$ cat config.mk
export PLATFORM = sky130hd
export DESIGN_NAME = seg7_scan_ctrl
export DESIGN_NICKNAME = d
export VERILOG_FILES = /design/src/rtl/seg7_scan_ctrl.sv
export SDC_FILE = /design/constraint.sdc
export NUM_CORES = 1
export LEC_CHECK = 0
export ABC_CLOCK_PERIOD_IN_PS = 2500
export CAP_MARGIN = 20
export CORE_UTILIZATION = 28
export CTS_CLUSTER_DIAMETER = 120
export DETAILED_ROUTE_END_ITERATION = 8
export SYNTH_ARGS = -nofsm -noshare
export SYNTH_HDL_FRONTEND = slang
export SYNTH_SLANG_ARGS = --single-unit
$ cat constraint.sdc
create_clock -name clk -period 2.5 [get_ports clk]
set_input_delay 0.5 -clock clk [delete_from_list [all_inputs] [get_ports clk]]
set_output_delay 0.5 -clock clk [all_outputs]
set_load 0.005 [all_outputs]
$ cat src/rtl/seg7_scan_ctrl.sv
// Multiplexed 7-segment scan controller with frame-coherent digit buffers.
// Optional leading-zero blanking is enabled by defining SEG7_SCAN_LZB_EN.
module seg7_scan_ctrl #(
    parameter int NUM_DIGITS  = 4,
    parameter int TICK_DIV    = 10000,
    parameter int DEAD_CYCLES = 2,
    localparam int IW         = $clog2(NUM_DIGITS)
) (
    input  logic                  clk,
    input  logic                  rst_n,
    input  logic                  ena,
    input  logic                  wr_valid,
    output logic                  wr_ready,
    input  logic [IW-1:0]         wr_idx,
    input  logic [3:0]            wr_data,
    output logic [3:0]            dec_digit,
    input  logic [6:0]            dec_segments,
    output logic [6:0]            seg_out,
    output logic [NUM_DIGITS-1:0] an_out,
    output logic                  frame_tick
);

    typedef enum logic [1:0] {IDLE, BLANK, SHOW} state_e;

    localparam int MAXC = (TICK_DIV > DEAD_CYCLES) ? TICK_DIV : DEAD_CYCLES;
    localparam int CW   = $clog2(MAXC + 1);

    localparam logic [CW-1:0]         TICK_LAST = CW'(TICK_DIV - 1);
    localparam logic [CW-1:0]         DEAD_LAST = CW'(DEAD_CYCLES - 1);
    localparam logic [IW-1:0]         IDX_LAST  = IW'(NUM_DIGITS - 1);
    localparam logic [NUM_DIGITS-1:0] AN_ONE    = NUM_DIGITS'(1);

    state_e                  state_q;
    logic [CW-1:0]           cnt_q;
    logic [IW-1:0]           idx_q;
    logic [3:0]              active_q [NUM_DIGITS];
    logic [3:0]              shadow_q [NUM_DIGITS];
    logic [6:0]              seg_q;
    logic [NUM_DIGITS-1:0]   an_q;

    logic                    boundary;
    logic                    wr_fire;
    logic                    blank_lz;
    logic [6:0]              seg_d;
    logic [IW-1:0]           idx_d;

    assign boundary   = (state_q == SHOW) && (cnt_q == TICK_LAST) &&
                        (idx_q == IDX_LAST);
    assign frame_tick = boundary;
    assign wr_ready   = !boundary;
    assign wr_fire    = wr_valid && wr_ready && (int'(wr_idx) < NUM_DIGITS);
    assign dec_digit  = active_q[idx_q];
    assign idx_d      = (idx_q == IDX_LAST) ? '0 : idx_q + IW'(1);
    assign seg_out    = seg_q;
    assign an_out     = an_q;

`ifdef SEG7_SCAN_LZB_EN
    // A position blanks when it and every position above it hold zero.
    always_comb begin : lzb
        logic zero_hi;
        zero_hi  = 1'b1;
        blank_lz = 1'b0;
        for (int k = NUM_DIGITS - 1; k > 0; k--) begin
            zero_hi = zero_hi && (active_q[k] == 4'd0);
            if (int'(idx_q) == k) blank_lz = zero_hi;
        end
    end
`else
    assign blank_lz = 1'b0;
`endif

    assign seg_d = blank_lz ? 7'd0 : dec_segments;

    always_ff @(posedge clk or negedge rst_n) begin
        if (!rst_n) begin
            state_q <= IDLE;
            cnt_q   <= '0;
            idx_q   <= '0;
            seg_q   <= '0;
            an_q    <= '0;
            for (int i = 0; i < NUM_DIGITS; i++) begin
                active_q[i] <= '0;
                shadow_q[i] <= '0;
            end
        end else begin
            if (wr_fire) shadow_q[wr_idx] <= wr_data;
            if (boundary) active_q <= shadow_q;
            unique case (state_q)
                IDLE: begin
                    active_q <= shadow_q;
                    cnt_q    <= '0;
                    idx_q    <= '0;
                    seg_q    <= '0;
                    an_q     <= '0;
                    if (ena) state_q <= BLANK;
                end
                BLANK: begin
                    if (!ena) begin
                        state_q <= IDLE;
                        cnt_q   <= '0;
                        idx_q   <= '0;
                    end else if (cnt_q == DEAD_LAST) begin
                        state_q <= SHOW;
                        cnt_q   <= '0;
                        an_q    <= AN_ONE << idx_q;
                        seg_q   <= seg_d;
                    end else begin
                        cnt_q <= cnt_q + CW'(1);
                    end
                end
                SHOW: begin
                    if (!ena) begin
                        state_q <= IDLE;
                        cnt_q   <= '0;
                        idx_q   <= '0;
                        seg_q   <= '0;
                        an_q    <= '0;
                    end else if (cnt_q == TICK_LAST) begin
                        state_q <= BLANK;
                        cnt_q   <= '0;
                        idx_q   <= idx_d;
                        seg_q   <= '0;
                        an_q    <= '0;
                    end else begin
                        cnt_q <= cnt_q + CW'(1);
                    end
                end
                default: state_q <= IDLE;
            endcase
        end
    end

endmodule

==> results.sh, run 1 <==
export IMPL_hp_class="in -> async"
export IMPL_crit_family="buffers and inverters"
export IMPL_cap_violations=0
export IMPL_cts_tree="done"
export IMPL_ys_types=44
export IMPL_hold_violations=0
export IMPL_dr_pass1_iters=4
export IMPL_post_route_min_period_ns=2.407
export IMPL_row_count=37
export IMPL_worstPathArrival_ns=1.91
export IMPL_worst_path_buf_inv=2
export IMPL_finalSetupViolCount=0
export IMPL_p_leak_nw=1.758
export IMPL_grt_pass1_vias=2132
export IMPL_vias=2091
export IMPL_ys_async_sr_fraction_pct=100.0
export IMPL_io_pins=34
export IMPL_clk_latency_ns=0.34
export IMPL_dpl_cell_count=436
export IMPL_ant_nets=0
export IMPL_ys_seq_area_share_pct=49.76
export IMPL_synth_top_area_share_pct=49.76
export IMPL_grt_total_usage_pct=11.61
export IMPL_fp_dieH_um=106.7
export IMPL_critPathMaxFanout=8
export IMPL_gr_total_overflow=0
export IMPL_start_kind="register"
export IMPL_cpPeakStageDelay_ns=0.54
export IMPL_period_share_pct=96.27
export IMPL_cts_htree_levels=3
export IMPL_ir_worst_vdd_uv=514.9
export IMPL_critPathRequiredTime_ns=2.00
export IMPL_grt_max_degree=62
export IMPL_syn_to_final_growth_pct=28.14
export IMPL_cts_buffer_depth=2
export IMPL_tns_ns=0
export IMPL_reg2reg_slack_ns=0.33
export IMPL_synth_edf_count=0
export IMPL_drive_gt1_share_pct=27.73
export IMPL_slowest_stage="mux4_2"
export IMPL_slew_headroom_pct=64.82
export IMPL_syn_nets=283
export IMPL_portBuffers=33
export IMPL_cp_end_kind="output pin"
export IMPL_synthTopCellsByArea="dfrtp_1 (50%), mux2_2 (8.4%), mux2_4 (4.9%)"
export IMPL_root_buffer="clkbuf_8"
export IMPL_r2r_cells=7
export IMPL_final_cells=457
export IMPL_grt_pass1_wl_um=10270
export IMPL_cts_buffers=9
export IMPL_cts_sink_count=61
export IMPL_antenna_found_initial=0
export IMPL_power_density_nw_per_um2=931.6
export IMPL_synth_cells=256
export IMPL_worstSetupPathType="reg -> out"
export IMPL_post_drt_wl_per_cell_um=13.17
export IMPL_wl_um=6018
export IMPL_drtIter0Drc=68
export IMPL_die_w_um=106.7
export IMPL_synth_flop_cell="dfrtp_1"
export IMPL_hpwlAfterDp_um=4276
export IMPL_start_util_pct=29.32
export IMPL_rr_endpoint="state_q[0]"
export IMPL_reg2reg_from="cnt_q[1]"
export IMPL_tightest_slew_ns=0.5254
export IMPL_slew_violations=0
export IMPL_rsz0062_at_grt="false"
export IMPL_cp_depth=3
export IMPL_fmax_mhz=415.5
export IMPL_path_cells="buf_4 > mux4_2 > clkdlybuf4s50_1"
export IMPL_skew_ns=0.006705
export IMPL_gp_congestion=0.8135
export IMPL_dieArea_um2=11380
export IMPL_ys_ff_latch=61
export IMPL_outcome="finished, final reports clean"
export IMPL_yosys_warnings=0
export IMPL_vias_per_cell=4.575
export IMPL_fin_nets=343
export IMPL_syn_cell_area_um2=3068
export IMPL_synth_area_per_cell_um2=11.98
export IMPL_core_um2=10460
export IMPL_n_antenna_cell=0
export IMPL_synth_area_leader_cell="dfrtp_1"
export IMPL_drc_errors=0
export IMPL_clkTransAtPathRegs_ns=0.07
==> power breakdown <==
group,internal (mW),switching (mW)
sequential,1.25,0.134
clock,0.464,0.408
combinational,0.820,0.588
==> worst register-to-register path, delay by kind of cell, from the launching register on <==
family,cells,cell delay (ns)
and+or+nand+nor,2,0.52
DFF,1,0.38
AOI/OAI and AO/OA,1,0.42
muxes,1,0.37
buffers and inverters,2,0.20
adders and majority gates,1,0.16
==> repair_timing <==
item,CTS,global route
buffers inserted,3,2
hold buffers,0,0
gates resized for setup,3,2
pin swaps,3,2
endpoints found under the setup margin,2,1
==> flip-flops by register name, summed over array words and instances (netlist names) <==
register  cells
shadow_q     16
active_q     16
an_out        4
seg_out       7
idx_q         2
cnt_q        14
state_q       2
==> worst max path at each step <==
stage,from,to,slack (ns)
floorplan,cnt_q[0],active_q[10],0.50
global placement,cnt_q[1],frame_tick,0.24
detailed placement,cnt_q[1],frame_tick,0.19
CTS,cnt_q[7],wr_ready,0.03
global route,idx_q[0],dec_digit[1],0.01
finish,idx_q[0],dec_digit[1],0.09
==> metal layers <==
layer	up-vias	track usage, %	part of all wire, %
met3	6	4.255	4.2
li1	1030	-	-
met4	0	2.642	0.83
met1	1023	15.66	50
met5	-	0	0
met2	32	17.70	45
==> cells by family after synthesis <==
group,after synthesis,synth area share (%)
buffers and inverters,29,4.078
XOR/XNOR,7,1.998
AND/OR/NAND/NOR,74,12.89
adder cells (fa/ha/maj),10,4.078
multiplexers,49,20.19
AO/OA/AOI/OAI,26,7.015
flip-flops,61,49.76
==> layout by cell type (no fill, tap or decap), drive strengths merged, types with 8 or more instances in the layout <==
master,synthesis,layout
buf,3,26
clkbuf,6,9
clkdlybuf4s50,0,30
dfrtp,61,61
ha,10,10
inv,20,21
mux2,33,33
mux2i,12,12
nand2,21,21
nand3,8,8
nor2,14,14
==> through the flow <==
| step | power, mW | worst slack [ns] | hold slack [ns] | util (%) | cell area [µm²] |
|---|---|---|---|---|---|
| 3_5_place_dp | 2.827 | 0.1908 | 0.4895 | 35.25 | 3689 |
| 3_3_place_gp | 2.800 | 0.2391 | 0.4830 | 35.25 | 3689 |
| 5_1_grt | 3.917 | 0.01117 | 0.1769 | 37.57 | 3931 |
| 6_report | 3.662 | 0.09329 | 0.1536 | 37.57 | 3931 |
| 4_1_cts | 3.729 | 0.03423 | 0.1733 | 37.40 | 3913 |
| 2_1_floorplan | 2.351 | 0.4990 | 0.2044 | - | 3068 |
==> synthesized netlist by cell type, types with 6 or more instances <==
cell type,instances
dfrtp_1,61
mux2_2,23
nand2_1,21
inv_1,20
nor2_1,14
mux2i_1,12
ha_1,10
mux2_4,10
nand3_1,8
clkbuf_1,6
o21ai_0,6
==> final cells by class <==
cell class,count,area (µm²)
multi-input cells,166,1419
repair buffers,58,539.3
clock buffers,9,123.9
fillers,1052,6531
inverters,20,75.07
well taps,136,170.2
flip-flops and latches,61,1529
clock inverters,7,75.07
No activity file was read; power rests on OpenSTA's default activity.
==> run 2: changes to the inputs <==
Settings changed: ABC_CLOCK_PERIOD_IN_PS 2500 to not set.
Clock period 2.5 ns to 2.6 ns, I/O delays scaled along.
==> run 2 against run 1 <==
  * Flip-flop and latch count stayed put
  * Critical endpoint is now wr_ready
  * Sequential power is 4% lower
  * Hold slack better by 0.18 ns
  * Wire length is 1.3% higher
  * Global-route usage is 0.10 points higher
  * Non-clock buffer count is 4 lower
  * Clock power is 10% lower
  * Die area stayed put
  * First-iteration DRC count is 41% higher
  * Core utilization is 0.62 points lower
  * Critical path depth is 1 higher
==> results.sh, run 2 (synthesis gave the netlist of run 1 again) <==
export IMPL_outcome="finished, final reports clean"
export IMPL_gp_congestion=0.7905
export IMPL_power_density_nw_per_um2=883.8
export IMPL_cts_buffers=9
export IMPL_stdcell_area_um2=3866
export IMPL_grt_total_usage_pct=11.71
export IMPL_crit_family="simple AND/OR/NAND/NOR gates"
export IMPL_hp_class="in -> async"
export IMPL_whs_ns=0.3310
export IMPL_drive_gt1_share_pct=27.44
export IMPL_worstPathArrival_ns=1.94
export IMPL_cp_end_kind="output pin"
export IMPL_die_w_um=106.7
export IMPL_rr_endpoint="state_q[0]"
export IMPL_antenna_found_initial=0
export IMPL_root_buffer="clkbuf_8"
export IMPL_slew_violations=0
export IMPL_ir_worst_vdd_uv=461.0
export IMPL_grt_pass1_wl_um=10380
export IMPL_dieArea_um2=11380
export IMPL_start_util_pct=29.32
export IMPL_clkTransAtPathRegs_ns=0.08
export IMPL_final_cell_mix="dfrtp_1 (57), clkdlybuf4s50_1 (31), mux2_2 (23)"
export IMPL_finalSetupViolCount=0
export IMPL_r2r_cells=7
export IMPL_reg2reg_from="cnt_q[1]"
export IMPL_io_pins=34
export IMPL_top_regs="active_q x16, shadow_q x16, cnt_q x14"
export IMPL_postLayoutSetupSlackWorst_ns=0.1362
export IMPL_gr_total_overflow=0
export IMPL_dr_pass1_iters=4
export IMPL_cts_sink_count=61
export IMPL_n_antenna_cell=0
export IMPL_syn_to_final_growth_pct=26.02
export IMPL_cts_buffer_depth=2
export IMPL_portBuffers=33
export IMPL_critPathRequiredTime_ns=2.08
export IMPL_p_leak_nw=1.718
export IMPL_post_route_min_period_ns=2.464
export IMPL_hpwlAfterDp_um=4267
export IMPL_hold_violations=0
export IMPL_path_cells="nor4_4 > nand4_2 > or2_4 > clkdlybuf4s50_1"
export IMPL_skew_ns=0.01204
export IMPL_startpoint="cnt_q[5]"
export IMPL_fin_total_pwr_mw=3.417
export IMPL_vias=2114
export IMPL_vias_per_cell=4.667
export IMPL_worst_path_buf_inv=1
export IMPL_dp_slack_ns=0.2878
export IMPL_fmax_mhz=405.9
export IMPL_grt_max_degree=62
export IMPL_critPathMaxFanout=2
export IMPL_reg2reg_slack_ns=0.42
export IMPL_cpPeakStageDelay_ns=0.45
export IMPL_slowest_stage="clkdlybuf4s50_1"
export IMPL_drtIter0Drc=96
export IMPL_fin_nets=339
export IMPL_cts_hold_buf=0
export IMPL_placed_area_um2=3641
export IMPL_start_kind="register"
export IMPL_rsz0062_at_grt="false"
export IMPL_final_common_cell="dfrtp_1"
export IMPL_ant_nets=0
export IMPL_worstSetupPathType="reg -> out"
export IMPL_period_share_pct=94.76
export IMPL_wl_um=6095
export IMPL_drc_errors=0
export IMPL_cts_htree_levels=3
export IMPL_row_count=37
export IMPL_tightest_slew_ns=0.7788
export IMPL_fillCellCount=1052
export IMPL_cap_violations=0
export IMPL_grt_pass1_vias=2123
export IMPL_cts_tree="done"
export IMPL_tns_ns=0
export IMPL_post_drt_wl_per_cell_um=13.45
export IMPL_fp_dieH_um=106.7
export IMPL_clk_latency_ns=0.35
export IMPL_slew_headroom_pct=48.08
export IMPL_core_um2=10460
-- run 2: changes by cell type in the layout (fill, tap and decap cells not counted), moves of 2 or more --
cell,delta
dfrtp_1,-2
clkinv_2,-2
clkinv_4,-2
dfrtp_2,+2
clkinvlp_4,+4
buf_12,-2
buf_4,-2
-- run 2: cell type report --
class                      count  area, µm²  area share [%]
clock buffer                  10      137.6           3.560
sequential                    61       1531           39.61
multi-input combinational    166       1419           36.70
inverter                      20      75.07           1.942
clock inverter                 6      47.55           1.230
timing repair buffer          54      485.5           12.56
tap                          136      170.2           4.401
-- run 2: per-layer routing --
layer | vias to the layer above | track usage (%) | share of wire [%]
met2 | 45 | 17.05 | 43
met3 | 5 | 4.012 | 5.0
met5 | - | 0 | 0
met4 | 0 | 2.642 | 0.77
li1 | 1026 | - | -
met1 | 1038 | 16.65 | 51
-- run 2: power breakdown --
part | internal (mW) | switching (mW)
sequential | 1.20 | 0.130
combinational | 0.749 | 0.557
clock | 0.376 | 0.406
total | 2.32 | 1.09
-- run 2: worst max-delay path by stage --
stage                     cells after the start         end
after detailed placement                      6  frame_tick
final                                         4    wr_ready
after floorplan                               5  frame_tick
after global routing                          4    wr_ready
after global placement                        5  frame_tick
after CTS                                     5  frame_tick
-- run 2: what timing repair did --
| action | 4_1_cts | 5_1_grt |
|---|---|---|
| gates resized for setup | 3 | 3 |
| cloned | 0 | 0 |
| setup endpoints to repair | 2 | 1 |
| setup buffers | 4 | 0 |
| endpoints found under the hold margin | 0 | 0 |
| pin swaps | 2 | 3 |
-- run 2: stage by stage --
step	cells	util [%]
after floorplan	256	-
after detailed placement	433	34.80
after global routing	453	36.95
after global placement	433	34.80
final	453	36.95
after CTS	453	36.91
==> run 3: changes to the inputs <==
Clock period 2.6 ns to 3 ns, I/O delays scaled along.
==> run 3 against run 2 <==
  * Cell count fell by 2.6%
  * Clock power is 15% lower
  * Register-to-register slack gained 0.35 ns
  * Combinational power shrank 13%
  * Via count down 2.3%
  * Sequential power is 13% lower
  * Largest cell class unchanged
  * Setup slack worse by 0.026 ns
  * Global-route usage increased by 0.50 points
  * Final area fell by 2.2%
  * Sequential share of layout area increased by 0.78 points
==> results.sh, run 3 (synthesis gave the netlist of run 1 again) <==
export IMPL_worstSetupPathType="reg -> out"
export IMPL_tns_ns=0
export IMPL_pwr_share_clk_pct=22.4
export IMPL_cap_violations=0
export IMPL_hp_class="in -> async"
export IMPL_fp_dieH_um=106.7
export IMPL_grt_pass1_wl_um=10740
export IMPL_row_count=37
export IMPL_r2r_cells=6
export IMPL_drc_errors=0
export IMPL_power_density_nw_per_um2=781.0
export IMPL_die_w_um=106.7
export IMPL_p_int_mw=2.007
export IMPL_critPathMaxFanout=7
export IMPL_antenna_found_initial=0
export IMPL_vias_per_cell=4.683
export IMPL_slew_headroom_pct=41.47
export IMPL_fin_nets=327
export IMPL_worstPathArrival_ns=2.29
export IMPL_portBuffers=33
export IMPL_critPathRequiredTime_ns=2.40
export IMPL_ir_worst_vdd_uv=348.7
export IMPL_worst_path_buf_inv=2
export IMPL_dieArea_um2=11380
export IMPL_cts_buffers=9
export IMPL_ant_nets=0
export IMPL_grt_pass1_vias=2125
export IMPL_fin_total_pwr_mw=2.954
export IMPL_gr_total_overflow=0
export IMPL_skew_ns=0.006912
export IMPL_switchingPower_mw=0.9469
export IMPL_path_cells="ha_4 > and3_2 > nand4_4 > or2_2 > inv_1 > clkdlybuf4s50_1"
export IMPL_dr_pass1_iters=4
export IMPL_outcome="finished, final reports clean"
export IMPL_syn_to_final_growth_pct=23.29
export IMPL_comb_power_share_pct=38.4
export IMPL_finalSetupViolCount=0
export IMPL_cts_tree="done"
export IMPL_clk_latency_ns=0.35
export IMPL_clkTransAtPathRegs_ns=0.07
export IMPL_grt_max_degree=41
export IMPL_start_kind="register"
export IMPL_stdcell_area_um2=3782
export IMPL_root_buffer="clkbuf_8"
export IMPL_tightest_slew_ns=0.8780
export IMPL_vias=2065
export IMPL_top_regs="active_q x16, shadow_q x16, cnt_q x14"
export IMPL_cts_buffer_depth=2
export IMPL_start_util_pct=29.32
export IMPL_cts_htree_levels=3
export IMPL_grt_total_usage_pct=12.21
export IMPL_io_pins=34
export IMPL_placed_area_um2=3566
export IMPL_slew_violations=0
export IMPL_wl_um=6234
export IMPL_cts_sink_count=61
export IMPL_hpwlAfterDp_um=4343
export IMPL_sw_frac_of_total_pct=32.06
export IMPL_rr_endpoint="active_q[14]"
export IMPL_period_share_pct=96.34
export IMPL_cpPeakStageDelay_ns=0.49
export IMPL_whs_ns=0.3767
export IMPL_final_common_cell="dfrtp_1"
export IMPL_post_drt_wl_per_cell_um=14.14
export IMPL_core_um2=10460
export IMPL_drtIter0Drc=95
export IMPL_cts_hold_buf=0
export IMPL_pwr_share_seq_pct=39.2
export IMPL_p_leak_nw=1.610
export IMPL_n_antenna_cell=0
export IMPL_cp_end_kind="output pin"
export IMPL_final_cell_mix="dfrtp_1 (60), clkdlybuf4s50_1 (32), mux2_2 (23)"
export IMPL_crit_family="simple AND/OR/NAND/NOR gates"
export IMPL_post_route_min_period_ns=2.890
export IMPL_cp_depth=6
export IMPL_reg2reg_slack_ns=0.77
export IMPL_fmax_mhz=346.0
export IMPL_slowest_stage="clkdlybuf4s50_1"
export IMPL_hold_violations=0
export IMPL_reg2reg_from="cnt_q[1]"
export IMPL_drive_gt1_share_pct=23.93
export IMPL_gp_congestion=0.7654
run 3: worst reg2reg max path, delay by kind of cell (launching register included):
family / cells / cell delay, ns
mux: 1 / 0.37
fa+ha+maj: 1 / 0.20
flops: 1 / 0.45
buf+inv: 1 / 0.30
compound gates: 1 / 0.39
simple gates: 2 / 0.41
run 3: timing repair:
item / in CTS / in global routing
endpoints found under the setup margin: 2 / 2
gates resized for setup: 3 / 2
buffers inserted: 1 / 1
cloned: 0 / 0
pin swaps: 0 / 1
run 3: power by group through the flow:
| stage | Clock [mW] | Sequential [mW] | Combinational, mW |
|---|---|---|---|
| 2_1_floorplan | 0 | 1.15 | 0.814 |
| 3_3_place_gp | 0 | 1.17 | 1.10 |
| 3_5_place_dp | 0 | 1.18 | 1.13 |
| 4_1_cts | 0.687 | 1.16 | 1.15 |
| 5_1_grt | 0.716 | 1.18 | 1.24 |
| 6_report | 0.662 | 1.16 | 1.14 |
run 3: how the worst max path moves through the flow:
stage | end | from | slack, ns
after global routing | frame_tick | cnt_q[1] | -0.001
after global placement | frame_tick | cnt_q[0] | 0.32
after detailed placement | frame_tick | cnt_q[0] | 0.25
after floorplan | frame_tick | cnt_q[0] | 0.91
after CTS | frame_tick | cnt_q[5] | 0.005
final | frame_tick | cnt_q[1] | 0.11
run 3: through the flow:
step           utilization (%)  worst slack, ns  std cells
3_3_place_gp             34.08           0.3155        423
3_5_place_dp             34.08           0.2526        423
4_1_cts                  35.98         0.004767        440
2_1_floorplan                -           0.9131        256
6_report                 36.15           0.1099        441
5_1_grt                  36.15        -0.001095        441
run 3: cell type report:
class                      count  area [µm²]
clock inverter                 5       36.28
inverter                      20       75.07
tap                          136       170.2
timing repair buffer          42       392.9
fill                        1080        6680
sequential                    61        1528
multi-input combinational    166        1439
clock buffer                  11       141.4
run 3: per-layer routing:
metal	global-route usage [%]	vias to the layer above	part of all wire [%]
met5	0	-	0
met4	4.305	0	1.5
met3	3.647	9	3.8
met2	17.83	38	45
met1	17.04	1022	49
li1	-	996	-
==> RTL change (flow settings as in run 2) <==
Set the parameter `DEAD_CYCLES` to 1 (it was 2).
--- a/src/rtl/seg7_scan_ctrl.sv
+++ b/src/rtl/seg7_scan_ctrl.sv
@@ -5,3 +5,3 @@
     parameter int TICK_DIV    = 10000,
-    parameter int DEAD_CYCLES = 2,
+    parameter int DEAD_CYCLES = 1,
     localparam int IW         = $clog2(NUM_DIGITS)
Behaviour: not the same (Yosys sat finds a counterexample within 4 cycles, from zero or initial values and one cycle with rst_n low).
==> RTL change against run 2 <==
- synthesized area down 1.3%
- core utilization down 0.34 points
- clock skew about the same
- final cell count down 1.3%
- sequential share of layout area up 0.45 points
- worst setup slack worse by 0.031 ns
- sequential cell count unchanged
- power down 0.90%
- routed wire length up 0.28%
- final area down 1.4%
- register-to-register slack worse by 0.31 ns
- largest cell class unchanged
==> RTL change: results (changes against run 2) <==
part of the Yosys area used for sequential elements: 0.504 (+0.00658)
XOR/XNOR Fraction of Synth Area: 0 (-0.0200)
initial DRC count: 68 (-29%)
ratio of cells with drive above 1 in the final layout: 0.260 (-0.0140)
Reg2Reg Setup Slack: 0.11 ns (-0.31 ns)
post-synthesis mux area share: 0.152 (-0.0498)
Crit Path Max Fanout: 9 (+7)
status: completed
number of vias per cell: 4.83 (+3.4%)
post-synthesis compound-gate area fraction: 0.129 (+0.0584)
Post-Synth Adder-Cell Area: 0.0413 (+0.000539)
critical path endpoint category: flop
top cells by area, synth: dfrtp_1 (50%), mux2_2 (8.2%), nand2_1 (4.5%), ha_1 (4.1%), mux2_1 (3.7%)
number of global-route vias before repair: 2179 (+2.6%)
WL/cell: 13.7 um (+1.6%)
worst r2r path cells: 6 (-1)
LEAKAGE: 1.64 nW (-4.8%)
CP max stage cell: o41ai_4
Worst VDD drop: 278 uV (-40%)
Mapped Nets: 282 (-0.35%)
largest net degree at the start of global routing: 38 (-39%)
actual slew at the worst max-slew pin: 0.842 ns (+0.0636 ns)
# nets final: 333 (-1.8%)
CP startpoint: cnt_q[7]$_DFFE_PN0N_
Clock Skew: 0.0118 ns (-0.000245 ns)
RTL change: changes by cell type after synthesis, sizes merged, moves of 4 or more:
cell,before,now
a21o,0,4
a22o,2,9
and3,5,0
inv,20,13
mux2i,12,1
nand2,21,36
nand3,8,12
o21ai,6,16
xor2,5,0
RTL change: where the power goes:
group          switching, mW  total, mW  internal (mW)
sequential             0.141       1.35           1.21
clock                  0.400      0.846          0.445
combinational          0.555       1.20          0.640
RTL change: cells by family after synthesis:
group | count (synthesis)
adders and majority gates | 10
muxes | 37
buffers and inverters | 19
and+or+nand+nor | 85
DFF | 61
AOI/OAI and AO/OA | 43
RTL change: timing repair:
item                                    in CTS  in global routing
resized for setup                            4                  1
pin swaps                                    3                  0
endpoints found under the setup margin       2                  4
buffers inserted                             2                  0
RTL change: layer usage:
| metal | track usage | vias to the layer above | share of wire |
|---|---|---|---|
| li1 | - | 1032 | - |
| met1 | 0.159 | 1077 | 0.49 |
| met2 | 0.186 | 44 | 0.45 |
| met3 | 0.0417 | 4 | 0.047 |
| met4 | 0.0347 | 0 | 0.0083 |
| met5 | 0 | - | 0 |
RTL change: through the flow:
stage	instances	hold WS, ns	instance area [um^2]	util	setup WS (ns)
global placement	429	0.458	3590	0.345	0.0843
global route	447	0.200	3810	0.366	0.0139
CTS	447	0.190	3810	0.366	0.0238
finish	447	0.172	3810	0.366	0.106
floorplan	255	0.224	3030	-	0.372
detailed placement	429	0.466	3590	0.345	0.109
RTL change: worst reg2reg max path, delay by kind of cell, from the launching register on:
family                 cells  cell delay [ns]
AOI/OAI and AO/OA          3             1.15
and+or+nand+nor            2             0.68
DFF                        1             0.39
buffers and inverters      1             0.17
RTL change: worst min-delay path by stage:
stage | end | cells after the start | from | slack [ns]
CTS | an_out[2]$_DFFE_PN0P_ | 1 | rst_n | 0.19
detailed placement | seg_out[6]$_DFFE_PN0P_ | 2 | seg_out[6]$_DFFE_PN0P_ | 0.47
global route | active_q[8]$_DFFE_PN0P_ | 1 | rst_n | 0.20
floorplan | active_q[0]$_DFFE_PN0P_ | 0 | rst_n | 0.22
finish | active_q[8]$_DFFE_PN0P_ | 1 | rst_n | 0.17
global placement | seg_out[1]$_DFFE_PN0P_ | 2 | seg_out[1]$_DFFE_PN0P_ | 0.46
RTL change: final cells by class:
class / instances / area (um^2)
clock buffer: 9 / 124
clock inverter: 7 / 73.8
fill: 1036 / 6600
inverter: 13 / 48.8
multi-input combinational: 175 / 1420
sequential: 61 / 1530
tap: 136 / 170
timing repair buffer: 46 / 449
